### src/rtl/rv_pipe_pkg.sv
// Shared types and encodings for the RISC-V pipeline hazard controller.
package rv_pipe_pkg;

  localparam int REG_W = 5;

  typedef enum logic [1:0] {
    RUN      = 2'd0,
    LU_STALL = 2'd1,
    MEM_WAIT = 2'd2
  } state_t;

  localparam logic [2:0] F3_BEQ  = 3'b000;
  localparam logic [2:0] F3_BNE  = 3'b001;
  localparam logic [2:0] F3_BLT  = 3'b100;
  localparam logic [2:0] F3_BGE  = 3'b101;
  localparam logic [2:0] F3_BLTU = 3'b110;
  localparam logic [2:0] F3_BGEU = 3'b111;

  typedef struct packed {
    logic pc_write;
    logic pc_src;
    logic ifid_write;
    logic idex_bubble;
    logic ifid_flush;
    logic idex_flush;
    logic exmem_flush;
    logic pipe_freeze;
  } ctrl_t;

endpackage

### src/rtl/pipeline_hazard_ctrl_if.sv
// Bundle between the pipeline datapath (master) and the hazard controller (slave).
interface pipeline_hazard_ctrl_if import rv_pipe_pkg::*; #(
  parameter int CNT_W = 32
);
  logic             idex_memread;
  logic [REG_W-1:0] idex_rd;
  logic [REG_W-1:0] ifid_rs1;
  logic [REG_W-1:0] ifid_rs2;
  logic             exmem_branch;
  logic             exmem_zero;
  logic             exmem_res_lsb;
  logic [2:0]       exmem_funct3;
  // Memory handshake: an access is outstanding while exmem_memacc is high;
  // it completes in the cycle dmem_ready is high, otherwise the pipe freezes.
  logic             exmem_memacc;
  logic             dmem_ready;
  logic             pc_write;
  logic             pc_src;
  logic             ifid_write;
  logic             idex_bubble;
  logic             ifid_flush;
  logic             idex_flush;
  logic             exmem_flush;
  logic             pipe_freeze;
  logic             mem_err;
  logic [CNT_W-1:0] stall_cycles;
  state_t           state;

  modport master (
    output idex_memread, idex_rd, ifid_rs1, ifid_rs2, exmem_branch, exmem_zero,
           exmem_res_lsb, exmem_funct3, exmem_memacc, dmem_ready,
    input  pc_write, pc_src, ifid_write, idex_bubble, ifid_flush, idex_flush,
           exmem_flush, pipe_freeze, mem_err, stall_cycles, state
  );

  modport slave (
    input  idex_memread, idex_rd, ifid_rs1, ifid_rs2, exmem_branch, exmem_zero,
           exmem_res_lsb, exmem_funct3, exmem_memacc, dmem_ready,
    output pc_write, pc_src, ifid_write, idex_bubble, ifid_flush, idex_flush,
           exmem_flush, pipe_freeze, mem_err, stall_cycles, state
  );
endinterface

### src/rtl/branch_resolve.sv
// Branch outcome from the EX/MEM stage flags and funct3.
module branch_resolve import rv_pipe_pkg::*; (
  input  logic       branch,
  input  logic       zero,
  input  logic       res_lsb,
  input  logic [2:0] funct3,
  output logic       taken
);
  logic cond;

  // res_lsb carries the SLT/SLTU result computed by the ALU for this branch.
  always_comb begin
    cond = 1'b0;
    case (funct3)
      F3_BEQ:           cond = zero;
      F3_BNE:           cond = !zero;
      F3_BLT, F3_BLTU:  cond = res_lsb;
      F3_BGE, F3_BGEU:  cond = !res_lsb;
      default:          cond = 1'b0;
    endcase
  end

  assign taken = branch && cond;
endmodule

### src/rtl/pipeline_hazard_ctrl.sv
// Pipeline sequencing: load-use stalls, branch flushes, data-memory freeze,
// sticky memory timeout and a saturating stall-cycle counter.
module pipeline_hazard_ctrl import rv_pipe_pkg::*; #(
  parameter int LU_STALL_CYCLES = 1,
  parameter int MEM_TIMEOUT     = 255,
  parameter int CNT_W           = 32
) (
  input logic                  clk,
  input logic                  reset,
  pipeline_hazard_ctrl_if.slave bus
);
  localparam logic [2:0]  LU_RELOAD = 3'(LU_STALL_CYCLES - 1);
  localparam logic [15:0] TIMEOUT   = 16'(MEM_TIMEOUT);

  state_t           state_q, state_d;
  logic [2:0]       lu_cnt_q, lu_cnt_d;
  logic [15:0]      wait_cnt_q, wait_cnt_d, wait_inc;
  logic             mem_err_q;
  logic [CNT_W-1:0] stall_q;
  ctrl_t            ctrl;
  logic             branch_taken, lu_hazard, mem_wait;

  branch_resolve u_branch_resolve (
    .branch  (bus.exmem_branch),
    .zero    (bus.exmem_zero),
    .res_lsb (bus.exmem_res_lsb),
    .funct3  (bus.exmem_funct3),
    .taken   (branch_taken)
  );

  assign lu_hazard = bus.idex_memread && (bus.idex_rd != '0) &&
                     ((bus.idex_rd == bus.ifid_rs1) || (bus.idex_rd == bus.ifid_rs2));
  assign mem_wait  = bus.exmem_memacc && !bus.dmem_ready;
  assign wait_inc  = (wait_cnt_q == 16'hFFFF) ? wait_cnt_q : wait_cnt_q + 16'd1;

  always_comb begin
    state_d    = state_q;
    lu_cnt_d   = lu_cnt_q;
    wait_cnt_d = wait_cnt_q;
    ctrl       = '0;
    unique case (state_q)
      RUN: begin
        if (mem_wait) begin
          ctrl.pipe_freeze = 1'b1;
          wait_cnt_d       = 16'd1;
          state_d          = MEM_WAIT;
        end else if (branch_taken) begin
          ctrl.pc_src      = 1'b1;
          ctrl.pc_write    = 1'b1;
          ctrl.ifid_flush  = 1'b1;
          ctrl.idex_flush  = 1'b1;
          ctrl.exmem_flush = 1'b1;
        end else if (lu_hazard) begin
          ctrl.idex_bubble = 1'b1;
          if (LU_STALL_CYCLES > 1) begin
            lu_cnt_d = LU_RELOAD;
            state_d  = LU_STALL;
          end
        end else begin
          ctrl.pc_write   = 1'b1;
          ctrl.ifid_write = 1'b1;
        end
      end
      LU_STALL: begin
        if (mem_wait) begin
          ctrl.pipe_freeze = 1'b1;
          wait_cnt_d       = 16'd1;
          state_d          = MEM_WAIT;
        end else if (branch_taken) begin
          ctrl.pc_src      = 1'b1;
          ctrl.pc_write    = 1'b1;
          ctrl.ifid_flush  = 1'b1;
          ctrl.idex_flush  = 1'b1;
          ctrl.exmem_flush = 1'b1;
          lu_cnt_d         = 3'd0;
          state_d          = RUN;
        end else begin
          ctrl.idex_bubble = 1'b1;
          lu_cnt_d         = (lu_cnt_q != 3'd0) ? lu_cnt_q - 3'd1 : 3'd0;
          if (lu_cnt_q <= 3'd1) state_d = RUN;
        end
      end
      MEM_WAIT: begin
        if (!bus.dmem_ready) begin
          ctrl.pipe_freeze = 1'b1;
          wait_cnt_d       = wait_inc;
        end else if (lu_cnt_q != 3'd0) begin
          // Interrupted load-use stall resumes; the dependent instruction is still held.
          ctrl.idex_bubble = 1'b1;
          state_d          = LU_STALL;
        end else begin
          ctrl.pc_write   = 1'b1;
          ctrl.ifid_write = 1'b1;
          state_d         = RUN;
        end
      end
      default: state_d = RUN;
    endcase
    if (reset) ctrl = '0;
  end

  always_ff @(posedge clk or posedge reset) begin
    if (reset) begin
      state_q    <= RUN;
      lu_cnt_q   <= 3'd0;
      wait_cnt_q <= 16'd0;
      mem_err_q  <= 1'b0;
      stall_q    <= '0;
    end else begin
      state_q    <= state_d;
      lu_cnt_q   <= lu_cnt_d;
      wait_cnt_q <= wait_cnt_d;
      if (ctrl.pipe_freeze && (wait_cnt_d == TIMEOUT)) mem_err_q <= 1'b1;
      if (!ctrl.pc_write && (stall_q != '1)) stall_q <= stall_q + CNT_W'(1);
    end
  end

  assign bus.pc_write     = ctrl.pc_write;
  assign bus.pc_src       = ctrl.pc_src;
  assign bus.ifid_write   = ctrl.ifid_write;
  assign bus.idex_bubble  = ctrl.idex_bubble;
  assign bus.ifid_flush   = ctrl.ifid_flush;
  assign bus.idex_flush   = ctrl.idex_flush;
  assign bus.exmem_flush  = ctrl.exmem_flush;
  assign bus.pipe_freeze  = ctrl.pipe_freeze;
  assign bus.mem_err      = mem_err_q;
  assign bus.stall_cycles = stall_q;
  assign bus.state        = state_q;
endmodule

### src/flat_wrapper.sv
// flat-port wrapper written by rule: the top's interface ports become plain ports
module pipeline_hazard_ctrl_flat import rv_pipe_pkg::*;
#(
  parameter int LU_STALL_CYCLES = 1,
  parameter int MEM_TIMEOUT     = 255,
  parameter int CNT_W           = 32
)
  (clk, reset, bus_idex_memread, bus_idex_rd, bus_ifid_rs1, bus_ifid_rs2, bus_exmem_branch, bus_exmem_zero, bus_exmem_res_lsb, bus_exmem_funct3, bus_exmem_memacc, bus_dmem_ready, bus_pc_write, bus_pc_src, bus_ifid_write, bus_idex_bubble, bus_ifid_flush, bus_idex_flush, bus_exmem_flush, bus_pipe_freeze, bus_mem_err, bus_stall_cycles, bus_state);
  pipeline_hazard_ctrl_if #(.CNT_W(CNT_W)) bus_i ();
  input logic clk;
  input logic reset;
  input wire logic [$bits(bus_i.idex_memread)-1:0] bus_idex_memread;
  input wire logic [$bits(bus_i.idex_rd)-1:0] bus_idex_rd;
  input wire logic [$bits(bus_i.ifid_rs1)-1:0] bus_ifid_rs1;
  input wire logic [$bits(bus_i.ifid_rs2)-1:0] bus_ifid_rs2;
  input wire logic [$bits(bus_i.exmem_branch)-1:0] bus_exmem_branch;
  input wire logic [$bits(bus_i.exmem_zero)-1:0] bus_exmem_zero;
  input wire logic [$bits(bus_i.exmem_res_lsb)-1:0] bus_exmem_res_lsb;
  input wire logic [$bits(bus_i.exmem_funct3)-1:0] bus_exmem_funct3;
  input wire logic [$bits(bus_i.exmem_memacc)-1:0] bus_exmem_memacc;
  input wire logic [$bits(bus_i.dmem_ready)-1:0] bus_dmem_ready;
  output wire logic [$bits(bus_i.pc_write)-1:0] bus_pc_write;
  output wire logic [$bits(bus_i.pc_src)-1:0] bus_pc_src;
  output wire logic [$bits(bus_i.ifid_write)-1:0] bus_ifid_write;
  output wire logic [$bits(bus_i.idex_bubble)-1:0] bus_idex_bubble;
  output wire logic [$bits(bus_i.ifid_flush)-1:0] bus_ifid_flush;
  output wire logic [$bits(bus_i.idex_flush)-1:0] bus_idex_flush;
  output wire logic [$bits(bus_i.exmem_flush)-1:0] bus_exmem_flush;
  output wire logic [$bits(bus_i.pipe_freeze)-1:0] bus_pipe_freeze;
  output wire logic [$bits(bus_i.mem_err)-1:0] bus_mem_err;
  output wire logic [$bits(bus_i.stall_cycles)-1:0] bus_stall_cycles;
  output wire logic [$bits(bus_i.state)-1:0] bus_state;
  assign bus_i.idex_memread = bus_idex_memread;
  assign bus_i.idex_rd = bus_idex_rd;
  assign bus_i.ifid_rs1 = bus_ifid_rs1;
  assign bus_i.ifid_rs2 = bus_ifid_rs2;
  assign bus_i.exmem_branch = bus_exmem_branch;
  assign bus_i.exmem_zero = bus_exmem_zero;
  assign bus_i.exmem_res_lsb = bus_exmem_res_lsb;
  assign bus_i.exmem_funct3 = bus_exmem_funct3;
  assign bus_i.exmem_memacc = bus_exmem_memacc;
  assign bus_i.dmem_ready = bus_dmem_ready;
  assign bus_pc_write = bus_i.pc_write;
  assign bus_pc_src = bus_i.pc_src;
  assign bus_ifid_write = bus_i.ifid_write;
  assign bus_idex_bubble = bus_i.idex_bubble;
  assign bus_ifid_flush = bus_i.ifid_flush;
  assign bus_idex_flush = bus_i.idex_flush;
  assign bus_exmem_flush = bus_i.exmem_flush;
  assign bus_pipe_freeze = bus_i.pipe_freeze;
  assign bus_mem_err = bus_i.mem_err;
  assign bus_stall_cycles = bus_i.stall_cycles;
  assign bus_state = bus_i.state;
  pipeline_hazard_ctrl #(.LU_STALL_CYCLES(LU_STALL_CYCLES), .MEM_TIMEOUT(MEM_TIMEOUT), .CNT_W(CNT_W)) u_core (.clk(clk), .reset(reset), .bus(bus_i));
endmodule
### config.mk
export PLATFORM = sky130hd
export DESIGN_NAME = pipeline_hazard_ctrl_flat
export DESIGN_NICKNAME = d
export VERILOG_FILES = /design/src/rtl/rv_pipe_pkg.sv /design/src/rtl/pipeline_hazard_ctrl_if.sv /design/src/rtl/branch_resolve.sv /design/src/rtl/pipeline_hazard_ctrl.sv /design/src/flat_wrapper.sv
export SDC_FILE = /design/constraint.sdc
export NUM_CORES = 1
export LEC_CHECK = 0
export ABC_AREA = 1
export CORE_MARGIN = 2
export CORE_UTILIZATION = 35
export CTS_BUF_LIST = sky130_fd_sc_hd__clkbuf_2 sky130_fd_sc_hd__clkbuf_4 sky130_fd_sc_hd__clkbuf_8
export CTS_CLUSTER_SIZE = 28
export DETAILED_ROUTE_END_ITERATION = 6
export SETUP_SLACK_MARGIN = 0.3
export SYNTH_ARGS = -nofsm -noshare
export SYNTH_HDL_FRONTEND = slang
export SYNTH_HIERARCHICAL = 1
export SYNTH_SLANG_ARGS = --single-unit
### constraint.sdc
create_clock -name clk -period 2.38 [get_ports clk]
set_input_delay 0.238 -clock clk [delete_from_list [all_inputs] [get_ports clk]]
set_output_delay 0.238 -clock clk [all_outputs]
set_load 0.1 [all_outputs]
Word-level counts from Yosys, hierarchy flattened:

Index checks and enable logic that the tools add are counted.

* word-level logic and storage cells: 83
* output and inout bits: 43
* bits of input ports: 26
* register bits after elaboration: 54

* add/subtract/negate cells: 3
* bitwise gates (word level): 1
* order comparisons: 1
* equal/unequal tests: 15
* reductions and logical operators: 20
* multiplexer cells: 38

Operators by type and width (number)
* two-way mux 16 bit: 3
* adder 32 x 1 -> 32 bit (second input constant): 1
* != test 32 bit (second input constant): 1
* one-hot mux 16 bit (2 select lines): 1
* two-way mux 2 bit: 9
* adder 16 x 1 -> 16 bit (second input constant): 1
* == test 16 bit (second input constant): 1
* == test 16 x 8 -> 1 bit (second input constant): 1
* == test 3 bit (second input constant): 4
* two-way mux 1 bit: 11
* == test 5 bit: 2
* two-way mux 3 bit: 3
* two-way mux 8 bit: 1
* two-way mux 7 bit: 1
* logical AND 1 bit: 6
* one-hot mux 1 bit (2 select lines): 3
* one-hot mux 1 bit (3 select lines): 2
* one-hot mux 2 bit (3 select lines): 1
* one-hot mux 3 bit (2 select lines): 1
* OR reduction 2 bit: 3
* nonzero test 5 bit: 1
* zero test 1 bit: 4
* two-way mux 4 bit: 1
* != test 4 x 1 -> 1 bit (second input constant): 1
* 15 further kinds: 15

Depth between registers and ports, before layout:

* depth after elaboration: 10
* depth in mapped cells: 14
* depth with buffers taken out: 13

Cells and area by module:

Netlist, hierarchy kept.

Modules (own cells, without submodules)
* pipeline_hazard_ctrl: cells each 563, area an instance 3797.4 um^2, instances 1
* branch_resolve: cells each 12, area an instance 48.8 um^2, instances 1

Worst setup path before layout:

No wires, ideal clock.

* path kind: register to register
* from: reg u_core.state_q[1] (netlist: u_core/bus.state[1])
* to: reg u_core.mem_err_q (netlist: u_core/bus.mem_err)
* data required time: 2.313 ns
* arrival: 3.858 ns
* buffers on the path: 1
* cell stages (with the launch flop): 14
* library setup time: 0.067 ns
* slack: -1.546 ns
* cell sequence: dfrtp_1 -> inv_1 -> nor2_2 -> inv_1 -> nor2_1 -> buf_2 -> inv_1 -> a21oi_1 -> nand3_1 -> nor2_1 -> nand3_1 -> nor2_1 -> nand3_1 -> nand2_1

* word-level cells in the longest chain between the ends: 5
* elaborated cells between the ends (all ways): 9

RTL lines
* start, declared: line pipeline_hazard_ctrl.sv:15 `state_t state_q, state_d;`
* start signal, assigned: line pipeline_hazard_ctrl.sv:110 `state_q <= state_d;`
* == test 2 x 1 -> 1 bit / zero test 2 bit (equally long branches): line pipeline_hazard_ctrl.sv:41 `unique case (state_q)`
* OR reduction 2 bit (no line)
* one-hot mux 1 bit (2 select lines) (*): line pipeline_hazard_ctrl.sv:41
* two-way mux 8 bit (*): line pipeline_hazard_ctrl.sv:99 `if (reset) ctrl = '0;`
* named net bus_pipe_freeze: line flat_wrapper.sv:29 `output wire logic [$bits(bus_i.pipe_freeze)-1:0] bus_pipe_freeze;`
* logical AND 1 bit (*): line pipeline_hazard_ctrl.sv:113 `if (ctrl.pipe_freeze && (wait_cnt_d == TIMEOUT)) mem_err_q <= 1'b1;`
* end signal, assigned: line pipeline_hazard_ctrl.sv:107 `mem_err_q <= 1'b0;`
* end signal, assigned: line pipeline_hazard_ctrl.sv:113
* end, declared: line pipeline_hazard_ctrl.sv:18 `logic mem_err_q;`

The timed path passes the listed nets; every way through them passes the cells marked *.
A chain may end at the register's enable or synchronous reset.

Worst setup path after layout:

* from: reg u_core.stall_q[4] (netlist: u_core/bus.stall_cycles[4])
* to: reg u_core.stall_q[29] (netlist: u_core/bus.stall_cycles[29])

* word-level cells in the longest chain between the ends: 2
* elaborated cells between the ends (all ways): 3

RTL lines
* start, declared: line pipeline_hazard_ctrl.sv:19 `logic [CNT_W-1:0] stall_q;`
* start signal, assigned: line pipeline_hazard_ctrl.sv:114 `if (!ctrl.pc_write && (stall_q != '1)) stall_q <= stall_q + CNT_W'(1);`
* parallel branches: the longest is 2 deep, another holds adder 32 x 1 -> 32 bit

Several ways; the timed one is not identified.

==> run metrics <==
outcome=finished clean; Congestion Overflow GR=0; RR Startpoint=u_core/bus.stall_cycles[4]; Max Freq=481 MHz; die height=109 um; DIE WIDTH=109 um; syn nets=605; CP Capture Type=register; Worst Setup EP=u_core/bus.stall_cycles[29]; final setup TNS=0 ns; Antenna diodes=0; RSZ-0062 raised after global routing=true; Layout area overhead=38.5%; GRT Overall Usage=18.5%; post-layout util=49.4%; post-synthesis mux area share=0%; worst-margin pin slew=0.697 ns; CTS clk-pin slew, worst paths=0.11 ns; WL/cell=14.3 um; Min Clock Period, post-route=2.08 ns; P per Cell Area=605 nW/um^2; register area share after synthesis=35.1%; Clk Latency, worst-skew pair=0.31 ns; Crit. Startpoint=u_core/bus.stall_cycles[4]; share of layout cells above drive strength 1=26.1%; Final HPWL DP=8.25 mm; worst min path class=in -> reg; Synth Warn #=6; TritonCTS Buffers=5; core area=10800 sq um; Synth Area in Compound Gates=2.28%; Placed Area=4850 sq um; total power=3.22 mW; crit path max fanout=8; Initial Util=35.6%; fin nets=693; Post-Synthesis Cells=575; period utilization=87.3%; synthesis-stage register bit count=54; kind of critical path=reg -> reg; setup slack, reg-to-reg=0.30 ns; antenna viol nets, final=0; clk sinks=54; Ports=69; vias post-DR=4031; main combinational cell family by area after synthesis=simple AND/OR/NAND/NOR gates; DR vias/cell=5.01; H-Tree Level Count=2; register area=1430 sq um; drt initial violations=206; input/output buffers=68; final wirelength=11.5 mm; Synth Cell Area=3850 sq um; Reg2Reg Depth=10; Synth Area in XOR/XNOR=9.34%; final-layout fill cell count=1046; Post-Synth Simple-Gate Area=42.7%; Pleak=2.48 nW; Worst Path Arrival=2.27 ns; Root Buffer=clkbuf_8; final hold vios=0; Final GP Congestion=0.928; first-pass GRT wire length=17.7 mm; CP Launch Type=register; Max Cap Viol=0; initial antenna violation count=0; hold slack=0.446 ns; skew final=0.0194 ns; adder-cell share of the synthesized area=1.30%; largest net degree at the start of global routing=55; CTS tree=done; Max-Slew Margin vs Limit=53.5%; peak supply drop=756 uV; Rows=38; Remaining DRCs=0; drt first pass iters=4; die area=11800 sq um; Final setup viols=0; Unique masters post-synth=30; Syn Area/Cell=6.69 sq um; vias in the first global route=3798; pins over their slew limit=0; multi-input logic area=2410 sq um; post-route cell area=5330 sq um; RR Endpoint=u_core/bus.stall_cycles[29]; Critical Path RT=2.57 ns; CTS Buffer Depth=2
==> power by group <==
group          internal [mW]  total, mW  switching (mW)
Combinational          0.437       1.40           0.963
Sequential              1.05       1.21           0.166
Clock                  0.295      0.610           0.315
==> registers in the layout, indices dropped and copies added, names as in the netlist <==
register and cells:
u_core/bus.mem_err 1, u_core/bus.stall_cycles 32, u_core/bus.state 2, u_core/lu_cnt_q 3
u_core/wait_cnt_q 16
==> how the worst min path moves through the flow <==
stage | startpoint | endpoint | slack, ns | depth (start not counted)
floorplan | reset | u_core/bus.mem_err | 0.32 | 1
global placement | u_core/bus.mem_err | u_core/bus.mem_err | 0.45 | 2
detailed placement | u_core/bus.mem_err | u_core/bus.mem_err | 0.46 | 2
CTS | bus_dmem_ready | u_core/bus.state[1] | 0.43 | 4
global route | bus_dmem_ready | u_core/bus.state[1] | 0.44 | 4
finish | bus_dmem_ready | u_core/bus.state[1] | 0.45 | 4
==> repair_timing <==
action / 4_1_cts / 5_1_grt
gates resized for setup: 11 / 42
hold buffers: 0 / 0
buffers inserted: 3 / 10
gates cloned: 0 / 4
pin swaps: 2 / 18
setup endpoints to repair: 36 / 40
==> per-stage QoR <==
step | instances | worst slack [ns]
2_1_floorplan | 575 | -0.0180
3_3_place_gp | 779 | 0.126
3_5_place_dp | 779 | 0.0492
4_1_cts | 790 | 0.278
5_1_grt | 804 | 0.236
6_report | 804 | 0.302
==> cells by family (layout without fill, tap and decap cells) <==
| group | Yosys count | count (layout) |
|---|---|---|
| AO/OA/AOI/OAI | 16 | 16 |
| XOR/XNOR | 41 | 41 |
| adder cells (fa/ha/maj) | 4 | 4 |
| buffers and inverters | 84 | 172 |
| flip-flops | 54 | 54 |
| AND/OR/NAND/NOR | 376 | 377 |
==> routing by layer <==
metal,wire length [um],vias up,global-route usage [%]
met4,206,0,5.49
met2,5830,122,32.6
met5,0,-,0
met1,4830,1885,23.2
li1,-,2008,-
met3,599,16,2.99
==> synth_stat cells, drive strengths merged <==
| cell | n | area share (%) |
|---|---|---|
| o21ai | 8 | 1.0 |
| inv | 67 | 6.5 |
| nor3 | 20 | 2.6 |
| nor2 | 64 | 6.8 |
| xnor2 | 12 | 2.7 |
| nand2 | 192 | 19 |
| ha | 4 | 1.3 |
| a31oi | 1 | 0.16 |
| nor4 | 6 | 0.98 |
| or3b | 1 | 0.23 |
| clkinv | 1 | 0.097 |
| o41ai | 1 | 0.23 |
| nand3b | 2 | 0.39 |
| clkbuf | 4 | 0.39 |
| and2 | 1 | 0.16 |
| xor2 | 29 | 6.6 |
| dfrtp | 54 | 35 |
| or2 | 3 | 0.49 |
| nand3 | 72 | 9.7 |
| o31ai | 1 | 0.20 |
| nand4 | 15 | 2.4 |
| a21oi | 5 | 0.65 |
| buf | 12 | 2.2 |
==> area by class of cell <==
type | count | share of cell area [%]
multi-input combinational | 438 | 45.2
sequential | 54 | 26.8
timing repair buffer | 96 | 17.6
inverter | 68 | 5.03
tap | 140 | 3.29
clock buffer | 8 | 2.07
==> cells in the final DEF (no fill, tap or decap), types with 5 or more instances in the layout <==
cell,n
nand4_1,15
buf_4,56
xor2_1,29
nor4_1,5
dfrtp_2,17
dfrtp_1,22
inv_1,60
clkdlybuf4s50_1,22
dfrtp_4,15
nand2_1,186
nor2_2,5
nor3_1,17
clkbuf_8,8
nand3_1,53
buf_12,9
o21ai_0,8
xnor2_1,12
nand3_2,17
nor2_4,6
nor2_1,53
==> critical path, cell delays in order (launching register included) <==
cell       delay [ns]
dfrtp_4          0.47
nand2_4          0.07
nor2_4           0.13
nand3_4          0.11
nor2_4           0.14
inv_2            0.07
nor2_4           0.10
or3b_4           0.52
clkbuf_16        0.23
nand3_2          0.07
nand2_1          0.05
No activity file was read; power rests on OpenSTA's default activity.
